==> src/rtl/bloom_pkg.sv <==
// Shared types for the Bloom-filter programming sequencer.
// FSM state codes, hash source tags and the default hash-unit latency.
package bloom_pkg;

    // Default latency of the crc32 hash unit, input -> hash valid
    localparam int HASH_LAT_DEF = 2;

    // Sequencer states
    localparam logic [1:0] ST_CLEAR = 2'd0;
    localparam logic [1:0] ST_IDLE  = 2'd1;
    localparam logic [1:0] ST_WAIT  = 2'd2;
    localparam logic [1:0] ST_WRITE = 2'd3;

    // Origin of the data presented to the hash unit
    typedef enum logic [1:0] {
        TAG_NONE = 2'd0,
        TAG_SRCH = 2'd1,
        TAG_PAT  = 2'd2
    } src_tag_e;

endpackage

==> src/rtl/bloom_src_tag_pipe.sv <==
// Source-tag delay line that tracks what the hash unit is working on.
// Its output lines up with hash_val_i of the shared hash unit.
module bloom_src_tag_pipe
    import bloom_pkg::*;
#(
    parameter int HASH_LAT = HASH_LAT_DEF
) (
    input  logic     clk_i,
    input  logic     rst_i,
    input  src_tag_e tag_i,
    output src_tag_e tag_o
);

    src_tag_e pipe_q [HASH_LAT];
    src_tag_e pipe_d [HASH_LAT];

    // Shift the new tag in at the head, everything else moves one slot
    always_comb begin
        pipe_d[0] = tag_i;
        for (int i = 1; i < HASH_LAT; i++) begin
            pipe_d[i] = pipe_q[i-1];
        end
    end

    // Tag storage; reset flushes every slot to NONE
    always_ff @(posedge clk_i) begin
        if (rst_i) begin
            for (int i = 0; i < HASH_LAT; i++) begin
                pipe_q[i] <= TAG_NONE;
            end
        end else begin
            for (int i = 0; i < HASH_LAT; i++) begin
                pipe_q[i] <= pipe_d[i];
            end
        end
    end

    assign tag_o = pipe_q[HASH_LAT-1];

endmodule

==> src/rtl/bloom_prog_ctrl.sv <==
// Bloom-filter sequencer: shares the hash unit between search and programming.
// Optional BLOOM_PROG_CNT_EN adds a saturating inserted-pattern counter (pat_cnt_o).
module bloom_prog_ctrl
    import bloom_pkg::*;
#(
    parameter int BF_N       = 4,
    parameter int MAX_S      = 32,
    parameter int HASH_CNT   = 10,
    parameter int HASH_WIDTH = 12,
    parameter int HASH_LAT   = HASH_LAT_DEF,
    parameter int CNT_W      = 16
) (
    input  logic                                 clk_i,
    input  logic                                 rst_i,
    input  logic                                 clear_req_i,
    input  logic [BF_N-1:0][7:0]                 pat_data_i,
    input  logic                                 pat_val_i,
    output logic                                 pat_ready_o,
    input  logic [MAX_S-1:0][7:0]                srch_data_i,
    input  logic [MAX_S-1:0]                     srch_val_i,
    output logic [MAX_S-1:0][7:0]                hu_data_o,
    output logic [MAX_S-1:0]                     hu_val_o,
    input  logic [HASH_CNT-1:0][HASH_WIDTH-1:0]  hash_i,
    input  logic                                 hash_val_i,
    output logic                                 srch_en_o,
    output logic                                 bf_wr_en_o,
    output logic [HASH_CNT-1:0][HASH_WIDTH-1:0]  bf_wr_addr_o,
    output logic                                 bf_wr_data_o,
    output logic                                 busy_o,
    output logic                                 err_o
`ifdef BLOOM_PROG_CNT_EN
    ,
    output logic [CNT_W-1:0]                     pat_cnt_o
`endif
);

    localparam int WCNT_W = $clog2(HASH_LAT + 1);
    localparam logic [HASH_WIDTH-1:0] ADDR_MAX = '1;
    localparam logic [WCNT_W-1:0] WCNT_LAST = WCNT_W'(HASH_LAT);
    localparam logic [WCNT_W-1:0] WCNT_ONE = WCNT_W'(1);

    logic [1:0]                            state_q, state_d;
    logic [HASH_WIDTH-1:0]                 cnt_q, cnt_d;
    logic [WCNT_W-1:0]                     wcnt_q, wcnt_d;
    logic [HASH_CNT-1:0][HASH_WIDTH-1:0]   hash_q, hash_d;
    logic                                  hv_ok_q, hv_ok_d;
    logic                                  err_q, err_d;
    logic                                  clr_pend_q, clr_pend_d;

    logic     accept;
    logic     clr_entry;
    src_tag_e tag_in;
    src_tag_e tag_out;

    bloom_src_tag_pipe #(
        .HASH_LAT (HASH_LAT)
    ) u_tag_pipe (
        .clk_i (clk_i),
        .rst_i (rst_i),
        .tag_i (tag_in),
        .tag_o (tag_out)
    );

    // Pattern handshake: only in IDLE with no clear asked for or queued
    always_comb begin
        pat_ready_o = (state_q == ST_IDLE) & ~clear_req_i & ~clr_pend_q;
        accept      = pat_val_i & pat_ready_o;
    end

    // Hash-unit input mux: search pass-through, or the pattern window right-aligned to the top lanes
    always_comb begin
        hu_data_o = '0;
        hu_val_o  = '0;
        tag_in    = TAG_NONE;
        if (state_q == ST_IDLE) begin
            if (accept) begin
                for (int k = 0; k < BF_N; k++) begin
                    hu_data_o[MAX_S-1-k] = pat_data_i[k];
                    hu_val_o[MAX_S-1-k]  = 1'b1;
                end
                tag_in = TAG_PAT;
            end else begin
                hu_data_o = srch_data_i;
                hu_val_o  = srch_val_i;
                tag_in    = TAG_SRCH;
            end
        end
    end

    // Sequencer next-state: clear sweep, accept, wait for hashes, write
    always_comb begin
        state_d    = state_q;
        cnt_d      = cnt_q;
        wcnt_d     = wcnt_q;
        hash_d     = hash_q;
        hv_ok_d    = hv_ok_q;
        err_d      = err_q;
        clr_pend_d = clr_pend_q;
        unique case (state_q)
            ST_CLEAR: begin
                clr_pend_d = 1'b0;
                if (clear_req_i) begin
                    cnt_d = '0;
                end else if (cnt_q == ADDR_MAX) begin
                    cnt_d   = '0;
                    state_d = ST_IDLE;
                end else begin
                    cnt_d = cnt_q + 1'b1;
                end
            end
            ST_IDLE: begin
                if (clear_req_i) begin
                    state_d = ST_CLEAR;
                    cnt_d   = '0;
                end else if (accept) begin
                    state_d = ST_WAIT;
                    wcnt_d  = WCNT_ONE;
                    hv_ok_d = 1'b0;
                end
            end
            ST_WAIT: begin
                clr_pend_d = clr_pend_q | clear_req_i;
                if (wcnt_q == WCNT_LAST) begin
                    state_d = ST_WRITE;
                    hv_ok_d = hash_val_i;
                    if (hash_val_i) begin
                        hash_d = hash_i;
                    end else begin
                        err_d = 1'b1;
                    end
                end else begin
                    wcnt_d = wcnt_q + 1'b1;
                end
            end
            ST_WRITE: begin
                hv_ok_d = 1'b0;
                if (clr_pend_q | clear_req_i) begin
                    state_d    = ST_CLEAR;
                    cnt_d      = '0;
                    clr_pend_d = 1'b0;
                end else begin
                    state_d = ST_IDLE;
                end
            end
            default: begin
                state_d = ST_CLEAR;
                cnt_d   = '0;
            end
        endcase
        clr_entry = (state_d == ST_CLEAR) & (state_q != ST_CLEAR);
        if (clr_entry) begin
            err_d = 1'b0;
        end
    end

    // Bit-array write port: zero sweep in CLEAR, set captured hashes in WRITE
    always_comb begin
        bf_wr_en_o   = 1'b0;
        bf_wr_data_o = 1'b0;
        bf_wr_addr_o = '0;
        if (state_q == ST_CLEAR) begin
            bf_wr_en_o = ~rst_i;
            for (int i = 0; i < HASH_CNT; i++) begin
                bf_wr_addr_o[i] = cnt_q;
            end
        end else if (state_q == ST_WRITE) begin
            bf_wr_en_o   = hv_ok_q & ~rst_i;
            bf_wr_data_o = 1'b1;
            bf_wr_addr_o = hash_q;
        end
    end

    // Status outputs; lookups only when the returning hash came from search data
    always_comb begin
        busy_o    = (state_q != ST_IDLE);
        err_o     = err_q;
        srch_en_o = hash_val_i & (tag_out == TAG_SRCH);
    end

    // Sequencer state registers; reset restarts the clear sweep
    always_ff @(posedge clk_i) begin
        if (rst_i) begin
            state_q    <= ST_CLEAR;
            cnt_q      <= '0;
            wcnt_q     <= '0;
            hash_q     <= '0;
            hv_ok_q    <= 1'b0;
            err_q      <= 1'b0;
            clr_pend_q <= 1'b0;
        end else begin
            state_q    <= state_d;
            cnt_q      <= cnt_d;
            wcnt_q     <= wcnt_d;
            hash_q     <= hash_d;
            hv_ok_q    <= hv_ok_d;
            err_q      <= err_d;
            clr_pend_q <= clr_pend_d;
        end
    end

`ifdef BLOOM_PROG_CNT_EN
    logic [CNT_W-1:0] pcnt_q, pcnt_d;

    // Inserted-pattern count: saturating, restarted whenever a clear begins
    always_comb begin
        pcnt_d = pcnt_q;
        if (clr_entry) begin
            pcnt_d = '0;
        end else if ((state_q == ST_WRITE) && hv_ok_q && (pcnt_q != '1)) begin
            pcnt_d = pcnt_q + 1'b1;
        end
    end

    // Pattern counter register
    always_ff @(posedge clk_i) begin
        if (rst_i) begin
            pcnt_q <= '0;
        end else begin
            pcnt_q <= pcnt_d;
        end
    end

    assign pat_cnt_o = pcnt_q;
`endif

endmodule

==> config.mk <==
export PLATFORM = sky130hd
export DESIGN_NAME = bloom_prog_ctrl
export DESIGN_NICKNAME = d
export VERILOG_FILES = /design/src/rtl/bloom_pkg.sv /design/src/rtl/bloom_src_tag_pipe.sv /design/src/rtl/bloom_prog_ctrl.sv
export SDC_FILE = /design/constraint.sdc
export NUM_CORES = 1
export LEC_CHECK = 0
export CORE_AREA = 3 3 337 339
export CTS_CLUSTER_DIAMETER = 100
export CTS_CLUSTER_SIZE = 20
export DETAILED_ROUTE_END_ITERATION = 8
export DIE_AREA = 0 0 340 342
export HOLD_SLACK_MARGIN = 0.08
export PLACE_DENSITY = 0.38
export SLEW_MARGIN = 30
export SYNTH_ARGS = -nofsm -noshare
export SYNTH_HDL_FRONTEND = slang
export SYNTH_HIERARCHICAL = 1
export SYNTH_SLANG_ARGS = --single-unit
==> constraint.sdc <==
create_clock -name clk_i -period 2.1 [get_ports clk_i]
set_clock_uncertainty 0.15 [all_clocks]
set_input_delay 0.42 -clock clk_i [delete_from_list [all_inputs] [get_ports clk_i]]
set_output_delay 0.42 -clock clk_i [all_outputs]
set_load 0.005 [all_outputs]
# Word-level counts from Yosys, hierarchy flattened
# Memories as Yosys holds them, arrays and structs flattened.
# Index checks and enable logic that the tools add are counted.
[classes]
n_reduce_logical = 14
addsub = 2
n_bitwise = 13
n_mux = 41
n_eq_ne = 13
[op_table]
columns = ["cell", "n"]
rows = [
  ["$mux 256", 1],
  ["$mux 120", 2],
  ["$mux 224", 1],
  ["$mux 32", 2],
  ["$mux 12", 4],
  ["$pmux 12 s3", 1],
  ["$mux 28", 1],
  ["$mux 2", 12],
  ["$add 12x1->12 const B", 1],
  ["$eq 12x12->1 const B", 1],
  ["$mux 1", 12],
  ["$ne 2x2->1 const B", 6],
  ["$reduce_and 3->1", 3],
  ["$reduce_bool 3->1", 3],
  ["$pmux 2 s4", 1],
  ["$reduce_and 4->1", 2],
  ["$and 1x1->1", 6],
  ["$eq 2x2->1 const B", 3],
  ["$pmux 1 s3", 2],
  ["$eq 2x1->1 const B", 2],
  ["$logic_not 2->1", 2],
  ["$mux 4", 1],
  ["$not 1->1", 4],
  ["$pmux 2 s2", 1],
  ["6 further kinds", 9],
]
[word_totals]
word_cells = 100
mem_count = 1
out_inout_bits = 414
reg_bits = 139
mem_bits_rw = 4
[memory_table]
columns = ["name", "depth", "width", "read_ports", "rd_clocked_by_memory_dff", "wr", "line", "source"]
rows = [
  ["u_tag_pipe.pipe_q", 2, 2, 2, 0, 2, "bloom_src_tag_pipe.sv:14", "src_tag_e pipe_q [HASH_LAT];"],
]

# Longest topological paths before layout
[depth]
word_depth = 10
ltp_mapped = 7
mapped_depth_nobuf = 6

# Cells and area by module
# The synthesis kept the hierarchy.
[modules_own_cells]
columns = ["mod", "instances", "area_each_um2", "cells_each", "seq_area_each_um2"]
rows = [
  ["bloom_prog_ctrl", 1, 8418.1, 1215, 2782.7],
  ["bloom_src_tag_pipe", 1, 105.1, 8, 80.1],
]

# Least setup slack after synthesis
# No wires, ideal clock.
[synth_timing]
path_kind = "input port to output port"
from = "input clear_req_i"
to = "output hu_data_o[249] (netlist bit)"
required_time_ns = 1.530
arrival_time_ns = 1.496
stages = 6
path_slack_ns = 0.034
path_buffers = 3
cell_sequence = "buf_2 nor3b_2 buf_2 buf_2 nand2_1 a21oi_1"
[synth_lines]
columns = ["element", "line", "source"]
rows = [
  ["start, declared", "bloom_prog_ctrl.sv:15", "input logic clear_req_i,"],
  ["end, declared", "bloom_prog_ctrl.sv:21", "output logic [MAX_S-1:0][7:0] hu_data_o,"],
]

==> run metrics <==
worst path bufs/invs 8; RSZ-0062 raised after global routing true; Slew @ Worst Pin 0.618 ns; power per cell area 334 mW/mm²; most used cell, CP buf_12; DIE AREA 0.116 mm²; max_cap viols 0; # setup viols final 416; number of synthesized flops with an enable pin 0; Yosys cell types 45; dpl cells 3586; Layout area overhead 170%; routability cong. 0.869; max frequency 0.346 GHz; Clk Latency, worst-skew pair 0.49 ns; sequential cell area fraction in the yosys report 0.336; worst-path maximum fanout 7; mapped cell area 0.00852 mm²; Cells after Synth 1223; htree depth 4; initial core utilization 0.0770; Final HPWL DP 79.2 mm; Slew headroom 0.588; top_reg_cell synth dfxtp_1; total CTS buffers 17; CP Capture Type output pin; Mapped Avg Cell Area 6.97 µm²; DP Area 0.0200 mm²; Die Y 342 µm; Routed Antenna Nets 0; DRC Markers 0; core area 0.111 mm²; r2r worst-path depth 9; startpoint types flip-flop; number of iterations in the first detailed-routing pass 5; initial DRC count 808; Cells on Worst Hold Path 5; Ports 859; site row count 122; fin area 0.0230 mm²; crit-path max cell delay 0.38 ns; Routed WL 100 mm; hold endpoint cnt_q[9]; Die Width 340 µm; filler cell count 12400; most frequent cells in the layout 448 x clkdlybuf4s50_1, 332 x nand2_1, 193 x buf_6, 166 x a21oi_1, 152 x and2_4; fin crit period 2.89 ns; period utilisation layout 1.37; Peak VDD IR 0.612 mV; WL per Instance 26.3 µm; YS warnings 6; Final Hold Fails 0; Slew Viols, Final 0; setup ws final -0.787 ns; number of synthesized register bits 143; fin util 0.208; Vias/cell 3.50; Crit Path Class reg2out; CP max-delay cell dfxtp_4; Multi-input gate area 0.00560 mm²; WP data arrival 2.32 ns; power after layout 7.68 mW; final hold slack 0.280 ns; fin nets 2739; Worst EP required 1.53 ns; share of cells above drive strength 1 0.372; failing checks setup timing; global route overflow 0; HP Start rst_i; worst r2r src state_q[1]; clk slew on worst S/H paths 0.07 ns; vias in the first global route 13000; CTS tree built; most common cell after layout, fill and taps aside clkdlybuf4s50_1; Leak 11.3 nW; port bufs 858; ys async rst share 0; worst min path class in2reg; FF-to-FF setup slack -0.14 ns; run status finished with violations; reg2reg end state_q[0]; Fin Setup TNS -224.13 ns; largest net degree at the start of global routing 60; fin cells 3813; first-pass GRT wire length 125 mm; Net Count, Synth 1670; Tot GR Track Use 0.160; detailed-route via count 13300; Top delay family on crit path buffers and inverters; sequence of cells on the critical path and2b_2 -> inv_2 -> nor2_4 -> buf_6 -> buf_12 -> buf_12 -> buf_8 -> buf_16 -> buf_12 -> and2_4 -> buf_6; initial antenna violation count 89; Place WS -1.02 ns; Sink Count 143; Reg area 0.00287 mm²; clock buffer depth 2; clk root buf clkbuf_16
==> worst register-to-register path: stages, from the launching register on <==
cell and delay, ns:
dfxtp_4 0.37, nor2_4 0.18, buf_6 0.14, clkbuf_16 0.12
buf_4 0.10, buf_4 0.10, nand2_1 0.13, buf_4 0.17
or4_1 0.54, a21oi_1 0.17
==> cells by family after synthesis <==
family	after synthesis	share of synthesized area
simple gates	654	0.380
mux	1	0.00117
flops	143	0.336
xor+xnor	1	0.00103
compound gates	304	0.217
buf+inv	118	0.0620
fa+ha+maj	2	0.00294
==> state kept, by name (all words and copies together), names as in the netlist <==
signal	cells
hv_ok_q	1
state_q	2
err_o	1
hash_q	120
cnt_q	12
wcnt_q	2
u_tag_pipe/pipe_q	4
clr_pend_q	1
==> worst max path at each step <==
| stage | start | slack (ns) | cells past startpoint | end |
|---|---|---|---|---|
| CTS | state_q[1] | -0.96 | 6 | bf_wr_addr_o[57] |
| finish | state_q[1] | -0.79 | 11 | hu_data_o[43] |
| global placement | clear_req_i | -1.03 | 9 | hu_data_o[253] |
| floorplan | clear_req_i | 0.03 | 6 | hu_data_o[249] |
| global route | state_q[1] | -0.87 | 11 | hu_data_o[43] |
| detailed placement | clear_req_i | -1.02 | 9 | hu_data_o[253] |
==> area by class of cell <==
type                    instances  share of cell area
diodes                         20             0.00218
repair buffers               1162               0.520
clock inverters                13             0.00919
clock buffers                  19              0.0188
inverters                       6            0.000979
multi-input cells             962               0.243
well taps                    1488              0.0809
flip-flops and latches        143               0.125
==> cell usage after synthesis (2+ instances only) <==
cell type | n | share of area
buf_1 | 2 | 0.00088
inv_1 | 5 | 0.0022
o31ai_1 | 4 | 0.0035
or3_1 | 3 | 0.0022
a21oi_2 | 2 | 0.0021
o21ai_0 | 9 | 0.0053
nor3_1 | 2 | 0.0012
dfxtp_1 | 143 | 0.34
and3_1 | 2 | 0.0015
nor2_1 | 19 | 0.0084
and2b_1 | 2 | 0.0018
nand4_1 | 2 | 0.0015
nand2_1 | 333 | 0.15
clkbuf_2 | 10 | 0.0059
nor2b_1 | 4 | 0.0029
nand3_1 | 8 | 0.0047
or4_1 | 6 | 0.0053
a21oi_1 | 170 | 0.10
and2_1 | 262 | 0.19
clkbuf_1 | 49 | 0.022
ha_1 | 2 | 0.0029
buf_2 | 49 | 0.029
a21o_1 | 111 | 0.098
a31oi_1 | 3 | 0.0022
==> where the power goes <==
group	internal (mW)	leakage (nW)	switching, mW
clock	2.11	0.300	1.53
sequential	2.71	1.15	0.000863
combinational	0.882	9.81	0.446
total	5.70	11.3	1.98
==> per-layer routing <==
layer	track usage	routed length [µm]	vias to the layer above
met5	0	13	-
met4	0.0495	3810	2
met3	0.0419	6560	202
met2	0.312	53700	726
met1	0.165	36300	6282
li1	-	-	6130
==> what timing repair did <==
item	CTS	global route
endpoints found under the setup margin	415	415
gates resized for setup	562	983
cloned	14	21
hold buffers	1	0
buffers inserted	29	117
endpoints found under the hold margin	8	0
pin swaps	19	71
No activity file was read; power rests on OpenSTA's default activity.
